### src/rtl/dec_pkg.sv
// Shared constants and types for the decode-stage operand unit: default widths,
// maximal-length Galois LFSR tap masks, and the operand source selector.
package dec_pkg;

  localparam int unsigned DEF_DATA_W = 32;
  localparam int unsigned DEF_REG_AW = 5;
  localparam int unsigned DEF_LFSR_W = 16;

  // Right-shifting Galois tap masks; each gives a maximal-length sequence.
  localparam logic [31:0] LFSR_TAPS_8  = 32'h0000_00B8;
  localparam logic [31:0] LFSR_TAPS_16 = 32'h0000_B400;
  localparam logic [31:0] LFSR_TAPS_32 = 32'h8020_0003;

  // Where a decode operand is taken from, highest priority first.
  typedef enum logic [1:0] {
    FWD_ZERO = 2'd0,
    FWD_M    = 2'd1,
    FWD_W    = 2'd2,
    FWD_RF   = 2'd3
  } fwd_sel_e;

  // Zero means the width has no tap set (rejected at elaboration).
  function automatic logic [31:0] lfsr_taps(input int unsigned w);
    case (w)
      8:       return LFSR_TAPS_8;
      16:      return LFSR_TAPS_16;
      32:      return LFSR_TAPS_32;
      default: return 32'h0;
    endcase
  endfunction

endpackage

### src/rtl/lfsr_gen.sv
// Free-running right-shift Galois LFSR; advances every clock, loads SEED on reset.
module lfsr_gen
  import dec_pkg::*;
#(
  parameter int unsigned    W    = DEF_LFSR_W,
  parameter logic [W-1:0]   SEED = 1
) (
  input  logic         clk,
  input  logic         reset,
  output logic [W-1:0] q
);

  localparam logic [31:0]  TAPS_FULL = lfsr_taps(W);
  localparam logic [W-1:0] TAPS      = TAPS_FULL[W-1:0];

  if (TAPS_FULL == 32'h0) begin : g_bad_width
    $error("lfsr_gen: W must be 8, 16 or 32");
  end

  // A zero state is a fixed point of the update, so the seed must be non-zero.
  if (SEED == '0) begin : g_bad_seed
    $error("lfsr_gen: SEED must be non-zero");
  end

  always_ff @(posedge clk or negedge reset) begin
    if (!reset) begin
      q <= SEED;
    end else begin
      q <= (q >> 1) ^ (q[0] ? TAPS : '0);
    end
  end

endmodule

### src/rtl/dec_operand_unit.sv
// Decode operand unit: register file with M/W forwarding, long-latency write
// scoreboard driving the decode stall, branch compare flags and an LFSR source.
module dec_operand_unit
  import dec_pkg::*;
#(
  parameter int unsigned DATA_W    = DEF_DATA_W,
  parameter int unsigned REG_AW    = DEF_REG_AW,
  parameter int unsigned ZERO_REG  = 1,
  parameter int unsigned LFSR_W    = DEF_LFSR_W,
  parameter int unsigned LFSR_SEED = 1
) (
  input  logic              clk,
  input  logic              reset,
  input  logic [REG_AW-1:0] rs_D,
  input  logic [REG_AW-1:0] rt_D,
  input  logic              rs_used_D,
  input  logic              rt_used_D,
  input  logic              issue_D,
  input  logic              wr_en_D,
  input  logic              long_D,
  input  logic [REG_AW-1:0] dst_D,
  input  logic              wr_M,
  input  logic [REG_AW-1:0] dst_M,
  input  logic [DATA_W-1:0] alu_out_M,
  input  logic              rw,
  input  logic [REG_AW-1:0] write_add,
  input  logic [DATA_W-1:0] data_in,
  output logic [DATA_W-1:0] src_a_D,
  output logic [DATA_W-1:0] src_b_D,
  output logic              stall_D,
  output logic              a_eq_b_D,
  output logic              a_eq_z_D,
  output logic              a_gt_z_D,
  output logic              a_lt_z_D,
  output logic [LFSR_W-1:0] random_D
);

  localparam int unsigned NREGS = 2 ** REG_AW;
  localparam bit          ZR    = (ZERO_REG != 0);

  if (LFSR_SEED == 0) begin : g_bad_seed
    $error("dec_operand_unit: LFSR_SEED must be non-zero");
  end

  logic [DATA_W-1:0] regs [NREGS];
  logic [NREGS-1:0]  busy;
  logic [NREGS-1:0]  busy_nxt;
  logic              wr_commit;
  logic              busy_set;
  fwd_sel_e          sel_a;
  fwd_sel_e          sel_b;
  logic              stall_a;
  logic              stall_b;

  function automatic fwd_sel_e fwd_sel(
    input logic [REG_AW-1:0] r,
    input logic              m_en,
    input logic [REG_AW-1:0] m_dst,
    input logic              w_en,
    input logic [REG_AW-1:0] w_dst
  );
    if (ZR && r == '0)           return FWD_ZERO;
    else if (m_en && m_dst == r) return FWD_M;
    else if (w_en && w_dst == r) return FWD_W;
    else                         return FWD_RF;
  endfunction

  // ---- register file write port ----
  assign wr_commit = rw && !(ZR && write_add == '0);

  always_ff @(posedge clk or negedge reset) begin
    if (!reset) begin
      for (int i = 0; i < NREGS; i++) regs[i] <= '0;
    end else if (wr_commit) begin
      regs[write_add] <= data_in;
    end
  end

  // ---- operand resolution (combinational read + forwarding) ----
  always_comb begin
    sel_a   = fwd_sel(rs_D, wr_M, dst_M, rw, write_add);
    sel_b   = fwd_sel(rt_D, wr_M, dst_M, rw, write_add);
    src_a_D = regs[rs_D];
    src_b_D = regs[rt_D];
    case (sel_a)
      FWD_ZERO: src_a_D = '0;
      FWD_M:    src_a_D = alu_out_M;
      FWD_W:    src_a_D = data_in;
      default:  src_a_D = regs[rs_D];
    endcase
    case (sel_b)
      FWD_ZERO: src_b_D = '0;
      FWD_M:    src_b_D = alu_out_M;
      FWD_W:    src_b_D = data_in;
      default:  src_b_D = regs[rt_D];
    endcase
  end

  // Signed tests against zero reduce to the sign bit and a non-zero check.
  assign a_eq_b_D = (src_a_D == src_b_D);
  assign a_eq_z_D = (src_a_D == '0);
  assign a_lt_z_D = src_a_D[DATA_W-1];
  assign a_gt_z_D = !src_a_D[DATA_W-1] && (src_a_D != '0);

  // ---- scoreboard ----
  assign busy_set = issue_D && wr_en_D && long_D && !(ZR && dst_D == '0);

  // Clear first, then set, so a new long producer wins over the retiring one.
  always_comb begin
    busy_nxt = busy;
    if (rw)       busy_nxt[write_add] = 1'b0;
    if (busy_set) busy_nxt[dst_D]     = 1'b1;
  end

  always_ff @(posedge clk or negedge reset) begin
    if (!reset) begin
      busy <= '0;
    end else begin
      busy <= busy_nxt;
    end
  end

  // The retiring write-back satisfies the operand through write-through this cycle.
  assign stall_a = rs_used_D && busy[rs_D] && !(rw && write_add == rs_D);
  assign stall_b = rt_used_D && busy[rt_D] && !(rw && write_add == rt_D);
  assign stall_D = stall_a || stall_b;

  // ---- random source ----
  lfsr_gen #(
    .W    (LFSR_W),
    .SEED (LFSR_W'(LFSR_SEED))
  ) u_lfsr (
    .clk   (clk),
    .reset (reset),
    .q     (random_D)
  );

endmodule

### config.mk
export PLATFORM = sky130hd
export DESIGN_NAME = dec_operand_unit
export DESIGN_NICKNAME = d
export VERILOG_FILES = /design/src/rtl/dec_pkg.sv /design/src/rtl/lfsr_gen.sv /design/src/rtl/dec_operand_unit.sv
export SDC_FILE = /design/constraint.sdc
export NUM_CORES = 2
export LEC_CHECK = 0
export BUFFER_PORTS_ARGS = -buffer_cell sky130_fd_sc_hd__buf_4
export CAP_MARGIN = 5
export CELL_PAD_IN_SITES_DETAIL_PLACEMENT = 0
export CELL_PAD_IN_SITES_GLOBAL_PLACEMENT = 1
export CORE_AREA = 3 3 387 389
export CTS_CLUSTER_SIZE = 24
export DETAILED_ROUTE_END_ITERATION = 16
export DIE_AREA = 0 0 390 392
export GPL_TIMING_DRIVEN = 0
export PLACE_DENSITY_LB_ADDON = 0.3
export SYNTH_ARGS = -nofsm -noshare
export SYNTH_HDL_FRONTEND = slang
export SYNTH_SLANG_ARGS = --single-unit
### constraint.sdc
create_clock -name clk -period 25.2 [get_ports clk]
set_clock_uncertainty 0.2 [all_clocks]
set_input_delay 7.56 -clock clk [delete_from_list [all_inputs] [get_ports clk]]
set_output_delay 7.56 -clock clk [all_outputs]
set_load 0.005 [all_outputs]
---- After elaboration in Yosys (flattened, before gate mapping) ----
Cells that the tools add are included.
word-level totals
  register bits ........................... 1072
  input bits .............................. 98
  output and inout port bits .............. 85
operators by class
  order comparisons ....................... 10
  equal/unequal tests ..................... 9
  multiplexer cells ....................... 28
  bitwise operators ....................... 7
  reduce and logical (&&, ||, !) cells .... 30
operators by type and width
  cell                                                        number
  bitwise mux 1024 bit                                        1
  binary-select mux 32 bit (select 5 bit)                     2
  2-to-1 mux 32 bit                                           7
  case mux 32 bit (3 select lines)                            2
  demux 32 bit (select 5 bit)                                 1
  bitwise AND 32 bit                                          1
  == test 32 bit                                              1
  logical NOT 32 bit                                          1
  inverter 32 bit                                             1
  OR 32 bit                                                   1
  nonzero test 32 bit                                         1
  less-than comparator 5 x 6 -> 1 bit, second input constant  4
  == test 5 bit                                               4
  logical NOT 5 bit                                           4
  >= comparator 6 bit, second input constant                  3
  inverter 5 -> 6 bit                                         3
  logical AND 1 bit                                           16
  2-to-1 mux 16 bit                                           1
  bitwise XOR 15 x 16 -> 16 bit                               1
  binary-select mux 1 bit (select 5 bit)                      2
  demux 1 bit (select 5 bit)                                  2
  >= comparator 5 x 1 -> 1 bit, second input constant         2
  2-to-1 mux 2 bit                                            4
  less-than comparator 6 x 1 -> 1 bit, second input constant  1
  other kinds (6)                                             18

---- Logic depth before layout (Yosys ltp) ----
  word-level depth ........................ 9
  gate-level depth with buffers ........... 19

---- Hierarchy ----
Synthesis repeated with hierarchy kept, for this count alone.
second synthesis, totals
  cell total of the unflattened synthesis .. 4134
  area total of the unflattened synthesis .. 58471.1 um2
modules (own cells, without submodules)
  module            times used  cells each  area each (um2)
  dec_operand_unit  1           4115        58043.2
  lfsr_gen          1           19          427.9

---- Least setup slack after synthesis ----
No wires, ideal clock.
  kind .................................... in2out
  start ................................... in rs_D[1]
  end ..................................... out a_eq_b_D
  data arrival time ....................... 10824 ps
  required time ........................... 17440 ps
  setup slack ............................. 6616 ps
  cell stages on the path ................. 16
  buffers on the path ..................... 6
  path through ............................ buf_2 buf_4 buf_4 clkbuf_1 clkbuf_1 clkbuf_1 mux4_2 nand2_1 nand2_1 a21oi_1 nor3_1 a221o_1 xor2_1 nor4_1 nand4b_1 nor4_2
between the ends
  longest elaborated chain between the ends .. 8
RTL lines
  item                                         RTL line                 text
  start, declared                              dec_operand_unit.sv:14   input logic [REG_AW-1:0] rs_D,
  == test 5 bit                                dec_operand_unit.sv:64   else if (w_en && w_dst == r) return FWD_W;
  logical AND 1 bit                            dec_operand_unit.sv:64
  2-to-1 mux 1 bit                             dec_operand_unit.sv:64
  2-to-1 mux 2 bit                             dec_operand_unit.sv:63   else if (m_en && m_dst == r) return FWD_M;
  2-to-1 mux 2 bit                             dec_operand_unit.sv:62   if (ZR && r == '0) return FWD_ZERO;
  == test 2 bit, or another cell as far along  dec_operand_unit.sv:85   case (sel_a)
  case mux 32 bit (3 select lines) (*)         dec_operand_unit.sv:85
  via src_a_D[22]                              dec_operand_unit.sv:28   output logic [DATA_W-1:0] src_a_D,
  == test 32 bit (*)                           dec_operand_unit.sv:100  assign a_eq_b_D = (src_a_D == src_b_D);
  end, declared                                dec_operand_unit.sv:31   output logic a_eq_b_D,
Mark *: on every way through the listed nets, which the timed path passes. The rest lies on a longest branch. The select of a mux whose other input is x is not followed.

---- Worst setup path after layout ----
  start ................................... in rt_D[3]
  end ..................................... out a_eq_b_D
between the ends
  longest elaborated chain between the ends .. 8
RTL lines
  item                                         RTL line                 text
  start, declared                              dec_operand_unit.sv:15   input logic [REG_AW-1:0] rt_D,
  == test 5 bit                                dec_operand_unit.sv:64
  logical AND 1 bit                            dec_operand_unit.sv:64
  2-to-1 mux 1 bit                             dec_operand_unit.sv:64
  2-to-1 mux 2 bit                             dec_operand_unit.sv:63
  2-to-1 mux 2 bit                             dec_operand_unit.sv:62
  == test 2 bit, or another cell as far along  dec_operand_unit.sv:91   case (sel_b)
  case mux 32 bit (3 select lines) (*)         dec_operand_unit.sv:91
  == test 32 bit (*)                           dec_operand_unit.sv:100
Mark *: on every way between the ends. The rest lies on a longest branch, timed or not. The select of a mux whose other input is x is not followed.

==> results.py <==
metrics = {
    "run_status": {
        "outcome": "finished, violations left",
        "violations": "capacitance limit, slew limit",
    },
    "logic_synthesis": {
        "synth-edff-count": 0,
        "synth_warnings": 0,
        "synth_ff_type": "dfrtp_1",
        "ys_seq_elements": 1072,
        "syn_avg_cell_area_um2": 14.16,
        "syn_nets": 4232,
        "yosysTopAreaCell": "dfrtp_1",
        "syn_inst": 4134,
        "syn_area_mm2": 0.05854,
        "yosysTopAreaCellShare_pct": 45.78,
        "seq_area_frac_synth_pct": 45.83,
        "synth_cell_types": 76,
        "synthArstFlopShare_pct": 100.0,
        "yosys-top-cells-area": "dfrtp_1 (46%), mux2_2 (20%), mux4_2 (18%), mux2i_1 (2.9%), clkbuf_1 (1.8%)",
    },
    "timing": {
        "hold_ws_ps": 170.9,
        "layout_setup_ws_ps": 1654,
        "setup_viol": 0,
        "final-max-slew-violation-count": 132,
        "fin_tns_setup_ps": 0,
        "rsz0062_at_grt": "false",
        "min_period_ps": 23550,
        "worstMarginPinSlew_ps": 1655,
        "max_freq_ghz": 0.04247,
        "final.period_utilization_pct": 93.44,
        "finalHoldViolCount": 0,
        "relSlewSlack_pct": -10.35,
    },
    "worst_hold_path": {
        "min_path_cells": 0,
        "holdCritPathClass": "flop to flop",
    },
    "pwr": {
        "power.density_mw_per_mm2": 79.25,
        "total_power_mw": 5.326,
        "peakVddDrop_mv": 0.06218,
        "p_leak_nw": 28.82,
    },
    "place": {
        "place_ws_ps": 2034,
        "port_buffers": 166,
        "gp_congestion": 1.013,
        "placedCellCount": 6272,
        "dp.final_hpwl_mm": 200.1,
    },
    "setup_path": {
        "endpoint_kind": "output pin",
        "path_max_fanout": 10,
        "cp_top_family": "buffers and inverters",
        "max_stage_delay_ps": 1070,
        "critPathArrivalTime_ps": 15790,
        "crit_chain": "buf_2, clkbuf_1, clkbuf_1, clkbuf_1, clkbuf_1, clkbuf_1, a21oi_1, o21ai_0, o22ai_1, a21oi_1, xor2_1, nand4_1, nor4_2, buf_4",
        "path_buf_inv": 7,
        "cp_data_required_time_ps": 17440,
        "startpoint_type": "input port",
        "crit_top_cell": "clkbuf_1",
        "reg2regPathDepth": 1,
        "cp_slowest_cell": "clkbuf_1",
        "cp.depth": 14,
        "crit_type": "input port to output pin",
    },
    "die": {
        "die_w_um": 390,
        "ios": 183,
        "core_area_mm2": 0.1471,
        "num_rows": 141,
        "initial_core_util_pct": 39.79,
        "fp.dieH_um": 392,
        "fp.dieArea_mm2": 0.1529,
    },
    "drt": {
        "ant_nets": 0,
        "viasPerCell": 7.005,
        "vias": 45700,
        "totalWireLength_mm": 285.9,
        "drt_iter0_markers": 7583,
        "wire_per_inst_um": 43.82,
        "dr.pass1.iters": 6,
        "drc": 0,
    },
    "global_routing": {
        "antenna_found_initial": 28,
        "grt_pass1_vias": 43720,
        "grt_pass1_wl_mm": 381.7,
        "grt_use_total_pct": 36.79,
        "grt_start_max_net_pins": 172,
        "grt_overflow": 0,
    },
    "cells_and_area": {
        "seq_area_mm2": 0.02683,
        "multi_input_area_mm2": 0.02970,
        "final_common_cell": "dfrtp_1",
        "syn_to_final_growth_pct": 14.80,
        "drive_above_1_share_pct": 45.24,
        "num-nets-final": 4575,
        "layout_common_cells": "dfrtp_1 (1,071), mux2_2 (1,016), mux4_2 (465)",
        "instances_no_fill": 6524,
        "fillers": 13400,
    },
    "clock_tree": {
        "cts_hold_buffers": 0,
        "clockRootBuffer": "clkbuf_16",
        "cts.reportedPaths.clkPinSlew_ps": 50,
        "cts_buffer_depth": 3,
        "cts_htree_levels": 3,
        "cts_tree": "yes",
        "cts_buffers": 119,
        "clkLatencyLatePin_ps": 740,
        "post_cts_resized": 0,
        "clock-sinks": 1072,
        "post_cts_buffers": 0,
    },
    "run": {
        "maxCapViolations": 14,
    },
}
Yosys cell counts (8+ instances only):
master,number
dfrtp_1,1071
mux2_2,1016
mux4_2,465
clkbuf_1,279
nand2_1,190
mux2i_1,169
o21ai_0,110
buf_2,71
nor2_1,66
a21oi_1,61
buf_1,52
a221oi_1,50
a22oi_1,45
nand3_1,44
xnor2_1,41
o22ai_1,35
buf_4,32
a22o_1,24
a32oi_1,20
nor4_1,19
a31oi_1,17
nor2b_1,17
a221o_1,16
a211oi_1,15
xor2_1,14
mux4_1,12
nand4_1,12
and2_1,11
nand2b_1,11
buf_6,10
nor3_1,10
and3_1,8
inv_1,8
nand3b_1,8
through the flow:
stage	util, %	area (um2)
after floorplan	-	58540
after CTS	45.49	66930
after global placement	42.28	62200
after detailed placement	42.84	63030
final	45.67	67200
after global routing	45.64	67150
state kept, by name, indices dropped and copies added, names as in the netlist:
| signal | count |
|---|---|
| busy | 32 |
| regs | 1024 |
| u_lfsr.q | 16 |
path summary, 6_finish.rpt:
| kind | start | end | slack, ps |
|---|---|---|---|
| max reg2reg | u_lfsr.q[0] | u_lfsr.q[10] | 24170 |
| max in group asynchronous | reset | regs[771] | 15880 |
| min in group asynchronous | reset | busy[16] | 6450 |
| max | rt_D[3] | a_eq_b_D | 1650 |
| min reg2reg | u_lfsr.q[7] | u_lfsr.q[6] | 170 |
| min | u_lfsr.q[7] | u_lfsr.q[6] | 170 |
per-layer routing:
layer,GRT usage [%],share of wire [%],vias up
met1,46.15,36,24160
met2,51.43,41,3838
met3,15.88,14,1013
met5,0.4147,0.16,-
met4,24.37,8.1,30
li1,-,-,16650
kinds of logic (layout without fill, tap and decap cells):
logic type | Yosys count | count (layout) | synth area share (%)
mux | 1665 | 1665 | 40.99
flops | 1072 | 1072 | 45.83
xor+xnor | 55 | 55 | 0.8229
compound gates | 451 | 451 | 5.322
buf+inv | 459 | 898 | 3.512
simple gates | 432 | 432 | 3.527
other cells | 0 | 21 | 0
layout make-up:
cell class,instances,area share [%]
multi-input combinational,2603,44.20
tap,1930,3.593
clock inverter,30,0.4357
antenna,21,0.07820
sequential,1072,39.92
inverter,12,0.06703
timing repair buffer,222,3.277
clock buffer,187,5.379
buffer,447,3.053
where the power goes:
| part | switching, mW | total, mW | leakage, nW | internal, mW |
|---|---|---|---|---|
| registers | 0.247 | 2.29 | 13.8 | 2.04 |
| clock network | 0.779 | 1.79 | 1.94 | 1.01 |
| logic | 0.602 | 1.25 | 13.1 | 0.646 |
No activity file was read; power rests on OpenSTA's default activity.
